<file path="config.mk">
export PLATFORM = sky130hd
export DESIGN_NAME = fetch_controller
export DESIGN_NICKNAME = d
export VERILOG_FILES = /design/src/rtl/fetch_controller.sv
export SDC_FILE = /design/constraint.sdc
export NUM_CORES = 1
export LEC_CHECK = 0
export CAP_MARGIN = 20
export CORE_MARGIN = 2
export CORE_UTILIZATION = 44
export DETAILED_ROUTE_END_ITERATION = 8
export HOLD_SLACK_MARGIN = 0.06
export PLACE_DENSITY = 0.81
export SETUP_SLACK_MARGIN = 0.3
export SYNTH_ARGS = -nofsm -noshare
export SYNTH_HDL_FRONTEND = slang
export SYNTH_SLANG_ARGS = --single-unit
</file>
<file path="constraint.sdc">
create_clock -name clk -period 2.65 [get_ports clk]
set_input_delay 0.53 -clock clk [delete_from_list [all_inputs] [get_ports clk]]
set_output_delay 0.53 -clock clk [all_outputs]
set_load 0.01 [all_outputs]
</file>
<file path="src/rtl/fetch_controller.sv">
// Instruction fetch controller: requests one word at pc, holds it for issue,
// then redirects on branch, J/JAL, or falls through to pc+4 (wraps mod 2^32).
// Ports: clk, reset (async, active-high); imem_req/imem_addr/imem_ack/imem_rdata
// memory side; stall, branch_taken, branch_target from the pipeline; pc, instr,
// instr_valid, fetch_err to the pipeline.
// Optional macro FETCH_CTRL_JAL_LINK_EN adds link_we/link_data (JAL return pc+8).
module fetch_controller (
    input  logic        clk,
    input  logic        reset,
    output logic        imem_req,
    output logic [31:0] imem_addr,
    input  logic        imem_ack,
    input  logic [31:0] imem_rdata,
    input  logic        stall,
    input  logic        branch_taken,
    input  logic [31:0] branch_target,
    output logic [31:0] pc,
    output logic [31:0] instr,
    output logic        instr_valid,
    output logic        fetch_err
`ifdef FETCH_CTRL_JAL_LINK_EN
    ,
    output logic        link_we,
    output logic [31:0] link_data
`endif
);

    typedef enum logic [1:0] {BOOT, REQ, ISSUE, ERR} state_t;

    state_t      state, state_nx;
    logic [3:0]  wait_cnt, wait_nx;
    logic [31:0] pc_nx, instr_nx, pc_plus4;
    logic        consume, is_jump;

    assign pc_plus4  = pc + 32'd4;
    assign imem_addr = pc;
    // Opcodes 000010 (J) and 000011 (JAL) share the top five bits.
    assign is_jump   = (instr[31:27] == 5'b00001);

    always_ff @(posedge clk or posedge reset) begin
        if (reset) begin
            state    <= BOOT;
            pc       <= 32'd0;
            instr    <= 32'd0;
            wait_cnt <= 4'd0;
        end else begin
            state    <= state_nx;
            pc       <= pc_nx;
            instr    <= instr_nx;
            wait_cnt <= wait_nx;
        end
    end

    always_comb begin
        state_nx    = state;
        wait_nx     = wait_cnt;
        pc_nx       = pc;
        instr_nx    = instr;
        imem_req    = 1'b0;
        instr_valid = 1'b0;
        fetch_err   = 1'b0;
        consume     = 1'b0;
        unique case (state)
            BOOT: begin
                state_nx = REQ;
                wait_nx  = 4'd0;
            end
            REQ: begin
                imem_req = 1'b1;
                if (imem_ack) begin
                    instr_nx = imem_rdata;
                    state_nx = ISSUE;
                end else begin
                    // Fifteenth unacknowledged cycle is a timeout.
                    wait_nx = wait_cnt + 4'd1;
                    if (wait_nx == 4'd15) begin
                        state_nx = ERR;
                    end
                end
            end
            ISSUE: begin
                instr_valid = 1'b1;
                if (!stall) begin
                    consume  = 1'b1;
                    state_nx = REQ;
                    wait_nx  = 4'd0;
                    if (branch_taken) begin
                        pc_nx = branch_target;
                    end else if (is_jump) begin
                        pc_nx = {pc_plus4[31:28], instr[25:0], 2'b00};
                    end else begin
                        pc_nx = pc_plus4;
                    end
                end
            end
            ERR: begin
                fetch_err = 1'b1;
            end
            default: begin
                state_nx = BOOT;
            end
        endcase
    end

`ifdef FETCH_CTRL_JAL_LINK_EN
    logic is_jal;
    assign is_jal = (instr[31:26] == 6'b000011);

    always_ff @(posedge clk or posedge reset) begin
        if (reset) begin
            link_we   <= 1'b0;
            link_data <= 32'd0;
        end else begin
            link_we <= consume && is_jal;
            if (consume && is_jal) begin
                link_data <= pc + 32'd8;
            end
        end
    end
`else
    logic unused_consume;
    assign unused_consume = consume;
`endif

endmodule

</file>
# --- Word-level counts from Yosys, hierarchy flattened ---
# Cells that the tools add are included.
word_totals:
  inputBits: 69
  elab_cells: 33
  reg_bits: 70
  output_inout_bits: 99
op_classes:
  eq_ne: 8
  addsub: 2
  bitwise_logic: 1
  reduce_logical: 6
  muxes: 12
ops:
  columns: ["cell", "count"]
  rows:
  - ["32-bit by 3-bit adder with 32-bit output, second input constant", 1]
  - ["32-bit 2-to-1 mux", 1]
  - ["28-bit 2-to-1 mux", 1]
  - ["4-bit case mux with 3 select lines", 1]
  - ["4-bit 2-to-1 mux", 2]
  - ["2-bit 2-to-1 mux", 3]
  - ["2-bit case mux with 3 select lines", 1]
  - ["3-bit AND reduction", 2]
  - ["5-bit by 1-bit == test with 1-bit output, second input constant", 1]
  - ["4-bit by 1-bit adder with 4-bit output, second input constant", 1]
  - ["2-bit == test, second input constant", 2]
  - ["4-bit == test, second input constant", 1]
  - ["2-bit inequality test, second input constant", 2]
  - ["2-bit AND reduction", 2]
  - ["1-bit 2-to-1 mux", 3]
  - ["3-bit inequality test, second input constant", 1]
  - ["3-bit nonzero test", 1]
  - ["2-bit by 1-bit == test with 1-bit output, second input constant", 1]
  - ["2-bit logical NOT", 1]
  - ["1-bit inverter", 1]

# --- Logic depth before layout (Yosys ltp) ---
# Gate-level depths: netlist of the first run.
logic_depth:
  word_depth: 5
  mapped_depth: 7
  ltp_nobuf: 6

# --- Worst setup path after synthesis of the first run ---
# No wires, ideal clock.
synth_timing:
  path_kind: "register to register"
  from: "reg pc[2] (netlist: imem_addr[2])"
  to: "reg pc[24] (netlist: imem_addr[24])"
  setup_slack_ps: 837
  stages_incl_launch_ff: 8
  setup_time_ps: 82
  path_buffers: 1
  t_required_ps: 2568
  arrival_ps: 1730
  synth_period_minus_slack_ps: 1813
  cell_sequence: "dfrtp_1 ha_1 and2_1 and4_1 buf_6 nand4_2 o31a_1 o22ai_1"
synth_via:
  elab_chain_cells: 3
synth_rtl:
  columns: ["element", "line_no", "rtl"]
  rows:
  - ["from (decl)", "17", "output logic [31:0] pc,"]
  - ["from (signal assigned)", "48", "pc <= pc_nx;"]
  - ["32-bit by 3-bit adder with 32-bit output", "35", "assign pc_plus4 = pc + 32'd4;"]
  - ["28-bit 2-to-1 mux", "89", "end else if (is_jump) begin"]
  - ["32-bit 2-to-1 mux", "87", "if (branch_taken) begin"]
# No other way between the ends.
# A chain may end at the register's enable or synchronous reset.

# --- Worst setup path after layout of the first run ---
layout_timing:
  from: "reg state[0]"
  to: "out imem_req"
layout_via:
  elab_chain_cells: 2
layout_rtl:
  columns: ["element", "line_no", "rtl"]
  rows:
  - ["from (decl)", "30", "state_t state, state_nx;"]
  - ["from (signal assigned)", "47", "state <= state_nx;"]
  - ["2-bit by 1-bit == test with 1-bit output", "63", "unique case (state)"]
  - ["1-bit 2-to-1 mux", "63", null]
  - ["to (decl)", "10", "output logic imem_req,"]
# No other way between the ends.

==> qor.csv, run 1 <==
metric,value,unit
max_freq,0.457,GHz
placed_cells,672,
core_area,9200,µm²
finalSetupViolCount,0,
worstSetupEndpointType,output pin,
startpoint_type,register,
slowest_stage,clkdlybuf4s50_1,
grt_pass1_vias,4021,
fin_area,5940,µm²
n_fill_cell,753,
critPathRequiredTime,2120,ps
layoutNonFillerInstCount,687,
initial_core_util,0.451,
cpPeakStageDelay,570,ps
insertion_delay,360,ps
worstMarginPinSlew,608,ps
synth_edf_count,0,
post-place-ws,247,ps
fin_ws,462,ps
power_density,366,nW/µm²
dieArea,10200,µm²
syn_nets,510,
num_antenna_cells,0,
vdd_drop_max,269,µV
drtIter0Drc,272,
worstSetupPathType,reg -> out,
final-hold-violation-count,0,
dieHeight,101,µm
nNetsFinal,644,
gp_congestion,0.859,
cts-root-buf,clkbuf_8,
grt_pass1_wl,19.8,mm
dieWidth,101,µm
ant_nets,0,
vias_per_cell,5.84,
clkTransAtPathRegs,80,ps
cts_buffers,9,
grt-ovfl-total,0,
critical_path.cell_chain,"inv_1, nor2_1, clkdlybuf4s50_1",
wl,12.3,mm
outcome,completed,
rsz0062_at_grt,false,
syn_area,4140,µm²
postCtsSetupBuffers,0,
hpwl,9.05,mm
synth-seq-cells,70,
whs_path_depth,1,
hold-worst-slack,514,ps
whs_endpoint,instr[26],
fin_skew,9.51,ps
drive_above_1_share,0.127,
wl_per_cell,18.0,µm
synth_cells,438,
synth-async-reset-ratio,1.00,
cts_tree,yes,
finalMaxSlewViolations,0,
grt_usage,0.245,
pin_count,168,
r2r-end,imem_addr[26],
min_from,instr[26],
worst_hold_path_type,reg -> reg,
vias,4014,
grt_max_degree,71,
cts_max_level,3,
clockBufferDepth,2,
numClockSinks,70,
row_count,35,
ys_warn_count,0,
ys.flop_type,dfrtp_1,
synth.distinct_cells,57,
r2r_slack,500,ps
yosysSeqAreaShare,0.423,
io_buffers,167,
timing.max_slew.rel_slack,0.594,
leakage,2.53,nW
final_cell_mix,"167 x clkdlybuf4s50_1, 69 x dfrtp_1, 33 x nand2_1, 33 x mux2_2, 28 x a21oi_1",
syn2layout_area_growth,43.4,%
cap_viol_max_count,0,
timing.setup.tns,0,ps
antenna_found_initial,0,
timing.rr.start,imem_addr[3],
drc,0,
cp.arrival,1660,ps
min_period_over_period,0.826,
holdBufCountCts,0,
syn-mean-instance-area,9.46,µm²
critPathMaxFanout,6,
final_common_cell,clkdlybuf4s50_1,
layout_min_cycle_time,2190,ps
placedInstanceArea,5730,µm²
dr.pass1.iters,5,
reg2regPathDepth,6,
-- sequential cells by signal, summed over array words and instances (netlist names) --
name / flops
wait_cnt: 4
imem_addr: 32
state: 2
instr: 32
-- routing by layer --
metal	GRT usage	share of wire	vias up
met4	0.0780	0.014	0
met2	0.408	0.49	234
met5	0	0	-
met1	0.314	0.40	1908
met3	0.0576	0.097	22
li1	-	-	1850
-- what timing repair did --
action / CTS / global route
endpoints found under the hold margin: 0 / 0
setup endpoints to repair: 0 / 1
resized for setup: 0 / 2
-- cell usage after synthesis (2+ instances only) --
library cell / n / share of area
nor2_1: 23 / 0.021
and3_1: 11 / 0.017
o21a_1: 3 / 0.0054
mux2_2: 33 / 0.090
nand4_1: 9 / 0.014
o211ai_1: 6 / 0.011
ha_1: 3 / 0.0091
clkbuf_2: 2 / 0.0024
o31ai_1: 5 / 0.0091
xor2_1: 4 / 0.0085
clkbuf_1: 13 / 0.012
a31oi_1: 10 / 0.015
nand3_1: 18 / 0.022
inv_1: 9 / 0.0082
nor4_1: 4 / 0.0060
o2bb2ai_1: 3 / 0.0063
xnor2_1: 4 / 0.0085
o21ai_0: 27 / 0.033
a32o_1: 4 / 0.0097
and4_1: 9 / 0.019
or3_1: 4 / 0.0060
a41o_1: 2 / 0.0048
dfrtp_1: 70 / 0.42
and2_1: 11 / 0.017
buf_1: 3 / 0.0027
nand2_1: 33 / 0.030
buf_2: 5 / 0.0060
nor3_1: 4 / 0.0048
o31a_1: 2 / 0.0042
a211oi_1: 2 / 0.0036
nor2b_1: 2 / 0.0030
buf_6: 2 / 0.0054
buf_4: 34 / 0.062
o41ai_1: 2 / 0.0042
a21o_1: 2 / 0.0036
nor3b_1: 2 / 0.0036
a21oi_1: 28 / 0.034
a221oi_1: 2 / 0.0042
nand2b_1: 4 / 0.0060
o22ai_1: 7 / 0.011
-- stage by stage --
stage               power, W   util
finish               0.00218  0.646
global route         0.00224  0.646
CTS                  0.00219  0.646
detailed placement   0.00128  0.624
global placement     0.00128  0.624
floorplan            0.00115      -
-- cells by family (layout without fill, tap and decap cells) --
family / Yosys count / count (layout) / synth area share
mux: 34 / 34 / 0.0921
flops: 70 / 70 / 0.423
simple gates: 140 / 140 / 0.182
compound gates: 115 / 115 / 0.179
xor+xnor: 8 / 8 / 0.0169
fa+ha+maj: 3 / 3 / 0.00906
buf+inv: 68 / 206 / 0.0981
-- power by group --
| part | switching [W] | leakage (nW) | total (W) | internal (W) |
|---|---|---|---|---|
| Sequential | 0.00000301 | 0.938 | 0.00107 | 0.00107 |
| Combinational | 0.0000754 | 1.49 | 0.000190 | 0.000114 |
| Clock | 0.000410 | 0.104 | 0.000915 | 0.000505 |
| Total | 0.000488 | 2.53 | 0.00218 | 0.00169 |
-- cell type report --
| cell class | count | area [µm²] | area share |
|---|---|---|---|
| flip-flops and latches | 70 | 1750 | 0.295 |
| well taps | 111 | 139 | 0.0234 |
| clock buffers | 12 | 165 | 0.0278 |
| clock inverters | 3 | 42.5 | 0.00716 |
| multi-input cells | 300 | 1990 | 0.335 |
| inverters | 9 | 33.8 | 0.00568 |
| repair buffers | 182 | 1820 | 0.306 |
-- worst max-delay path by stage --
stage                     depth (start not counted)  slack [ps]             to         start
after floorplan                                   1         350   imem_addr[0]         reset
final                                             3         460       imem_req      state[0]
after global placement                            7         320  imem_addr[29]         stall
after global routing                              6         360  imem_addr[26]  imem_addr[3]
after CTS                                         6         460  imem_addr[26]  imem_addr[2]
after detailed placement                          7         250  imem_addr[29]         stall
-- critical path: cells and delay by family (launching register included) --
kind,cells,cell delay [ps]
and+or+nand+nor,1,170
buffers and inverters,2,700
DFF,1,430
No activity file was read; power rests on OpenSTA's default activity.
==> run 2, diff against run 1 <==
- clock period: 2.65 -> 2.1 ns (I/O delays scaled with it)
==> qor.csv, run 2 (same netlist as run 1, synthesis figures left out) <==
metric,value,unit,change
critPathLaunch,instr[28],,
r2r-end,imem_addr[23],,
io_buffers,167,,unchanged
clockBufferDepth,2,,unchanged
vias,4546,,+13%
min_period_over_period,0.884,,
slowest_stage,dfrtp_1,,
use_met1,0.350,,+0.0358
rsz0062_at_grt,true,,
crit_top_cell,buf_6,,
grt_usage,0.267,,+0.0223
cpPeakStageDelay,430,ps,-140 ps
cts_max_level,3,,unchanged
antenna_found_initial,0,,unchanged
cp.arrival,2100,ps,+440 ps
pin_count,168,,unchanged
timing.rr.start,instr[28],,
grt_pass1_vias,4171,,+3.7%
num_antenna_cells,0,,unchanged
worstSetupPathType,reg -> reg,,
cp-endpoint,imem_addr[23],,
critical_path.cell_chain,"nor4_4, buf_4, buf_6, a21oi_2, buf_6, a21o_1, a22o_1",,
finalMaxSlewViolations,0,,unchanged
wl_per_cell,20.1,µm,+12%
final_common_cell,clkdlybuf4s50_1,,
cts-root-buf,clkbuf_8,,
use_met2,0.434,,+0.0260
placedInstanceArea,5890,µm²,+2.8%
row_count,35,,unchanged
critPathMaxFanout,8,,+2
startpoint_type,register,,
core_area,9200,µm²,unchanged
holdBufCountCts,0,,unchanged
vias_per_cell,6.13,,+5.0%
layoutNonFillerInstCount,741,,+7.9%
worst_hold_path_type,in -> async,,
final_cell_mix,"143 x clkdlybuf4s50_1, 56 x buf_4, 52 x dfrtp_1, 33 x mux2_2, 32 x nand2_1",,
fin_area,6620,µm²,+11%
power_density,468,nW/µm²,+28%
drive_above_1_share,0.273,,+0.146
leakage,2.93,nW,+16%
report.power.total,0.00310,W,+42%
max_freq,0.539,GHz,
fin_util,0.720,,+0.0735
critPathRequiredTime,2340,ps,+220 ps
timing.max_slew.rel_slack,0.615,,+0.0206
ant_nets,0,,unchanged
numClockSinks,70,,unchanged
fin_skew,10.4,ps,+0.929 ps
final-hold-violation-count,0,,unchanged
gp_congestion,0.916,,+6.6%
layout_min_cycle_time,1860,ps,
hpwl,9.77,mm,+8.0%
wl,14.9,mm,+21%
outcome,completed,,
met3_usage,0.0548,,-0.00277
cap_viol_max_count,0,,unchanged
grt_pass1_wl,21.3,mm,+7.7%
finalSetupViolCount,0,,unchanged
dieArea,10200,µm²,unchanged
grt.busiest_layer,met2,,
hold-worst-slack,460,ps,-53.8 ps
placed_cells,691,,+2.8%
vdd_drop_max,372,µV,+38%
dr.pass1.iters,5,,unchanged
dieHeight,101,µm,unchanged
r2r_slack,240,ps,-260 ps
cts_tree,yes,,
worstSetupEndpointType,register,,
worstMarginPinSlew,572,ps,-36.2 ps
grt-ovfl-total,0,,unchanged
drtIter0Drc,433,,+59%
drc,0,,unchanged
initial_core_util,0.451,,unchanged
grt_max_degree,36,,-49%
insertion_delay,360,ps,about the same
nNetsFinal,697,,+8.2%
reg2regPathDepth,7,,+1
syn2layout_area_growth,59.8,%,
cts_buffers,9,,unchanged
dieWidth,101,µm,unchanged
clkTransAtPathRegs,80,ps,about the same
run 2: what timing repair did:
| item | in CTS | in global routing |
|---|---|---|
| cloned | 1 | 2 |
| pin swaps | 3 | 8 |
| buffers inserted | 12 | 19 |
| setup endpoints to repair | 79 | 45 |
| gates resized for setup | 51 | 36 |
run 2: worst min path at each step:
| stage | startpoint | endpoint | cells after the start |
|---|---|---|---|
| after floorplan | wait_cnt[2] | wait_cnt[2] | 2 |
| after global placement | instr[26] | instr[26] | 1 |
| after detailed placement | instr[26] | instr[26] | 1 |
| after CTS | reset | imem_addr[7] | 2 |
| after global routing | reset | imem_addr[3] | 2 |
| final | reset | imem_addr[11] | 2 |
run 2: per-stage QoR:
stage	TNS [ps]	setup WS (ps)
floorplan	0	323
detailed placement	-380	-103
global placement	-160	-68.8
finish	0	243
CTS	0	261
global route	0	165
run 2: report_power, final:
group          internal (W)  switching, W  leakage [nW]
clock network      0.000940      0.000546         0.132
logic              0.000154      0.000104          1.89
registers           0.00135    0.00000364         0.915
run 2: worst max-delay path: cells and delay by family (launching register included):
| kind | cells | cell delay (ps) |
|---|---|---|
| buffers and inverters | 3 | 430 |
| flip-flops | 1 | 430 |
| AND/OR/NAND/NOR | 1 | 420 |
| AO/OA/AOI/OAI | 3 | 470 |
run 2: metal layers:
layer	wire, µm	vias up	part of all wire
met5	0	-	0
met2	7030	335	0.47
met4	638	0	0.043
li1	-	1960	-
met3	1630	78	0.11
met1	5620	2173	0.38
run 2: cell type report:
| class | count | area, µm² |
|---|---|---|
| Sequential cell | 70 | 1770 |
| Tap cell | 111 | 139 |
| Fill cell | 658 | 2580 |
| Clock inverter | 6 | 133 |
| Timing Repair Buffer | 235 | 2290 |
| Multi-Input combinational cell | 300 | 2110 |
| Clock buffer | 10 | 138 |
| Inverter | 9 | 37.5 |
==> run 3, diff against run 2 <==
- CELL_PAD_IN_SITES_DETAIL_PLACEMENT: not set -> 1
- CELL_PAD_IN_SITES_GLOBAL_PLACEMENT: not set -> 2
- CORE_MARGIN: 2 -> not set
- CORE_UTILIZATION: 44 -> 25
- PLACE_DENSITY: 0.81 -> not set
- PLACE_DENSITY_LB_ADDON: not set -> 0.1
- RECOVER_POWER: not set -> 50
==> qor.csv, run 3 (same netlist as run 1, synthesis figures left out) <==
metric,value,unit,change
core_area,16100,µm²,+75%
highest_layer,met4,,
report.power.total,0.00308,W,-0.62%
rsz0062_at_grt,true,,
critical-path-top-delay-family,buffers and inverters,,
cts_buffers,9,,unchanged
numClockSinks,70,,unchanged
io_buffers,167,,unchanged
worstSetupEndpointType,output pin,,
critPathMaxFanout,7,,-1
hpwl,11.6,mm,+19%
cp.buffers_inverters,1,,-2
finalSetupViolCount,0,,unchanged
final-hold-violation-count,0,,unchanged
pin_count,168,,unchanged
n_fill_cell,1822,,+180%
outcome,completed,,
worstSetupPathType,reg -> out,,
fin_skew,8.06,ps,-2.38 ps
drive_above_1_share,0.251,,-0.0218
ant_nets,0,,unchanged
worstMarginPinSlew,1060,ps,+486 ps
drtIter0Drc,125,,-71%
vias,4117,,-9.4%
nNetsFinal,693,,-0.57%
startpoint_type,register,,
min_period_over_period,0.871,,-0.0129
wl,15.9,mm,+6.8%
final_common_cell,clkdlybuf4s50_1,,
post-place-ws,-119,ps,-15.6 ps
r2r-end,imem_addr[26],,
vias_per_cell,4.90,,-20%
cp.arrival,1410,ps,-690 ps
r2r_slack,330,ps,+90 ps
wl_per_cell,18.9,µm,-5.9%
dieWidth,131,µm,+29%
cts-root-buf,clkbuf_16,,
insertion_delay,350,ps,about the same
clkTransAtPathRegs,60,ps,-20 ps
wl_met3,901,µm,-45%
whs_path_depth,1,,
grt_max_degree,71,,+97%
cpPeakStageDelay,590,ps,+160 ps
slowest_stage,clkdlybuf4s50_1,,
cts_tree,yes,,
critPathRequiredTime,1680,ps,-660 ps
reg2regPathDepth,7,,unchanged
dieArea,17100,µm²,+67%
gp_congestion,0.813,,-11%
antenna_found_initial,0,,unchanged
cap_viol_max_count,0,,unchanged
initial_core_util,0.258,,-0.193
grt_pass1_wl,24.5,mm,+15%
vdd_drop_max,388,µV,+4.3%
dieHeight,131,µm,+29%
fin_ws,270,ps,+27.0 ps
leakage,2.99,nW,+2.1%
layout_min_cycle_time,1830,ps,-27.0 ps
power_density,463,nW/µm²,-0.92%
grt-ovfl-total,0,,unchanged
wl_met1,7.00,mm,+24%
finalMaxSlewViolations,0,,unchanged
min_from,imem_addr[0],,
critical_path.cell_chain,clkdlybuf4s50_1,,
cts_max_level,3,,unchanged
syn2layout_area_growth,60.2,%,
row_count,46,,+31%
dr_wl_met2,7.82,mm,+11%
final_cell_mix,"128 x clkdlybuf4s50_1, 57 x dfrtp_1, 55 x buf_4, 33 x mux2_2, 31 x nand2_1",,
clockBufferDepth,2,,unchanged
max_freq,0.546,GHz,+1.5%
num_antenna_cells,0,,unchanged
whs_endpoint,imem_addr[0],,
holdBufCountCts,0,,unchanged
timing.rr.start,state[0],,
drc,0,,unchanged
grt_usage,0.193,,-0.0740
worst_hold_path_type,reg -> reg,,
grt_pass1_vias,4369,,+4.7%
timing.max_slew.rel_slack,0.295,,-0.320
dr.pass1.iters,4,,-1
[run 3: cell count changes in the layout (fill, tap and decap cells not counted), moves of 3 or more]
cell and change:
bufinv_16 -4, clkbuf_16 +7, clkbuf_8 -7, clkdlybuf4s25_1 +10, clkdlybuf4s50_1 -15, dfrtp_1 +5
dfrtp_2 -5, dlymetal6s2s_1 +3
[run 3: worst max-delay path by stage]
stage	startpoint	end	slack (ps)	cells past startpoint
final	imem_addr[26]	pc[26]	270	1
after CTS	imem_addr[16]	imem_addr[16]	300	1
after global routing	reset	imem_addr[28]	150	3
after global placement	stall	imem_addr[26]	20	7
after detailed placement	stall	imem_addr[26]	-120	7
after floorplan	imem_addr[3]	imem_addr[24]	320	7
[run 3: metal layers]
metal / up-vias / GRT usage
li1: 1940 / -
met4: 0 / 0.0690
met1: 2054 / 0.235
met3: 13 / 0.0513
met2: 110 / 0.327
met5: - / 0
[run 3: layout make-up]
| cell class | instances | area, µm² | area share |
|---|---|---|---|
| Timing Repair Buffer | 231 | 2190 | 0.330 |
| Tap cell | 216 | 270 | 0.0407 |
| Clock buffer | 14 | 274 | 0.0413 |
| Clock inverter | 1 | 5.00 | 0.000754 |
| Multi-Input combinational cell | 300 | 2100 | 0.316 |
| Sequential cell | 70 | 1770 | 0.266 |
| Inverter | 9 | 37.5 | 0.00565 |
[run 3: where the power goes]
part	switching [W]	internal, W	total, W
clock	0.000588	0.000889	0.00148
combinational	0.000102	0.000143	0.000245
sequential	0.00000352	0.00135	0.00136
total	0.000693	0.00238	0.00308
[run 3: stage by stage]
step           std cells  cell area (µm²)  hold slack [ps]  setup TNS [ps]   util
2_1_floorplan        438             4150              473               0      -
3_3_place_gp         803             6060              492               0  0.377
3_5_place_dp         803             6060              505            -122  0.377
4_1_cts              832             6490              523               0  0.404
5_1_grt              841             6640              546               0  0.414
6_report             841             6640              523               0  0.414
[run 3: what timing repair did]
action,4_1_cts,5_1_grt
setup endpoints to repair,64,48
buffers inserted,14,9
resized for setup,55,42
pin swaps,4,4
==> variant, RTL diff (settings of run 3) <==
Build with the macro `FETCH_CTRL_JAL_LINK_EN` defined.
--- a/src/rtl/fetch_controller.sv
+++ b/src/rtl/fetch_controller.sv
@@ -4,6 +4,8 @@
 // memory side; stall, branch_taken, branch_target from the pipeline; pc, instr,
 // instr_valid, fetch_err to the pipeline.
 // Optional macro FETCH_CTRL_JAL_LINK_EN adds link_we/link_data (JAL return pc+8).
+`define FETCH_CTRL_JAL_LINK_EN
+
 module fetch_controller (
     input  logic        clk,
     input  logic        reset,
Function (old outputs only; new: link_data and link_we): kept (equiv_simple and equiv_induct, registers matched by name and starting in step).
==> variant against run 3 <==
  * Sequential share of layout area up 0.52 points
  * Wire length up 55%
  * Synthesized cell count up 45%
  * Power rose to 2.8 times the old value
  * Final area up 45%
  * Setup slack worse by 0.17 ns
  * Sequential cell count up 33
  * Combinational power rose to 17 times the old value
  * Clock power up 13%
  * Area after synthesis up 43%
  * Critical path type is now flop to flop
  * Critical endpoint is now imem_addr[28]$_DFFE_PP0P_
  * Largest power group is now combinational cells
  * Highest routed layer unchanged
==> variant: results (changes against run 3) <==
status finished, final reports clean; Clock Network Area Fraction 2.920% (-1.3 points); Yosys reg bits 103 (+47%); routed wl met2 11660 um (+49%); Synth Area in Compound Gates 14.16% (-3.7 points); Worst Hold Depth 2 (+1); vias in the first global route 6078 (+39%); multi-input gates 444 (+48%); Setup WS pre-CTS -0.04775 ns (+0.07094 ns); Post-Synth XOR/XNOR Area 5.162% (+3.5 points); hold path endpoint link_data[28]$_DFFE_PP0P_; Buffers, non-clock 333 (+44%); Fillers 2711 (+49%); met3 wire len 971 um (+7.8%); Seq/Total Area, Yosys 43.40% (+1.1 points); GRT met1 Usage 28.14% (+4.7 points); skew final 0.01322 ns (+0.005157 ns); leakage 0.004070 uW (+36%); WL/cell 20.07 um (+6.0%); crit path max fanout 3 (-4); global-route wire length before repair 37250 um (+52%); Pint 5350 uW (+120%); DP Wirelength 18360 um (+58%); crit path launch imem_addr[17]$_DFFE_PP0P_; syn nets 707 (+39%); Area after DPL 0.008506 mm2 (+40%); hold slack 0.4845 ns (-0.03819 ns); multi-input logic area 0.003143 mm2 (+50%); Post-CTS Setup Bufs 43 (+29)
==> variant: changes by cell type in the layout (fill, tap and decap cells not counted), sizes merged, moves of 7 or more <==
cell / run 3 / this run
o21ai: 27 / 65
clkbuf: 16 / 26
dfrtp: 70 / 103
nand3: 19 / 32
nand2: 33 / 89
clkdlybuf4s25: 10 / 2
dlygate4sd2: 20 / 52
clkdlybuf4s50: 128 / 139
nand4: 10 / 22
buf: 63 / 119
xor2: 4 / 19
xnor2: 4 / 16
and4: 9 / 2
==> variant: cells by family after synthesis <==
| kind of cell | Yosys count |
|---|---|
| flip-flops | 103 |
| AO/OA/AOI/OAI | 139 |
| AND/OR/NAND/NOR | 229 |
| multiplexers | 37 |
| buffers and inverters | 87 |
| XOR/XNOR | 35 |
| adder cells (fa/ha/maj) | 4 |
==> variant: worst max-delay path: stages, from the launching register on <==
cell	delay (ns)
dfrtp_1	0.50
buf_12	0.15
nand4_4	0.11
nor4_4	0.40
nand4_1	0.22
or4_1	0.45
nand3_1	0.09
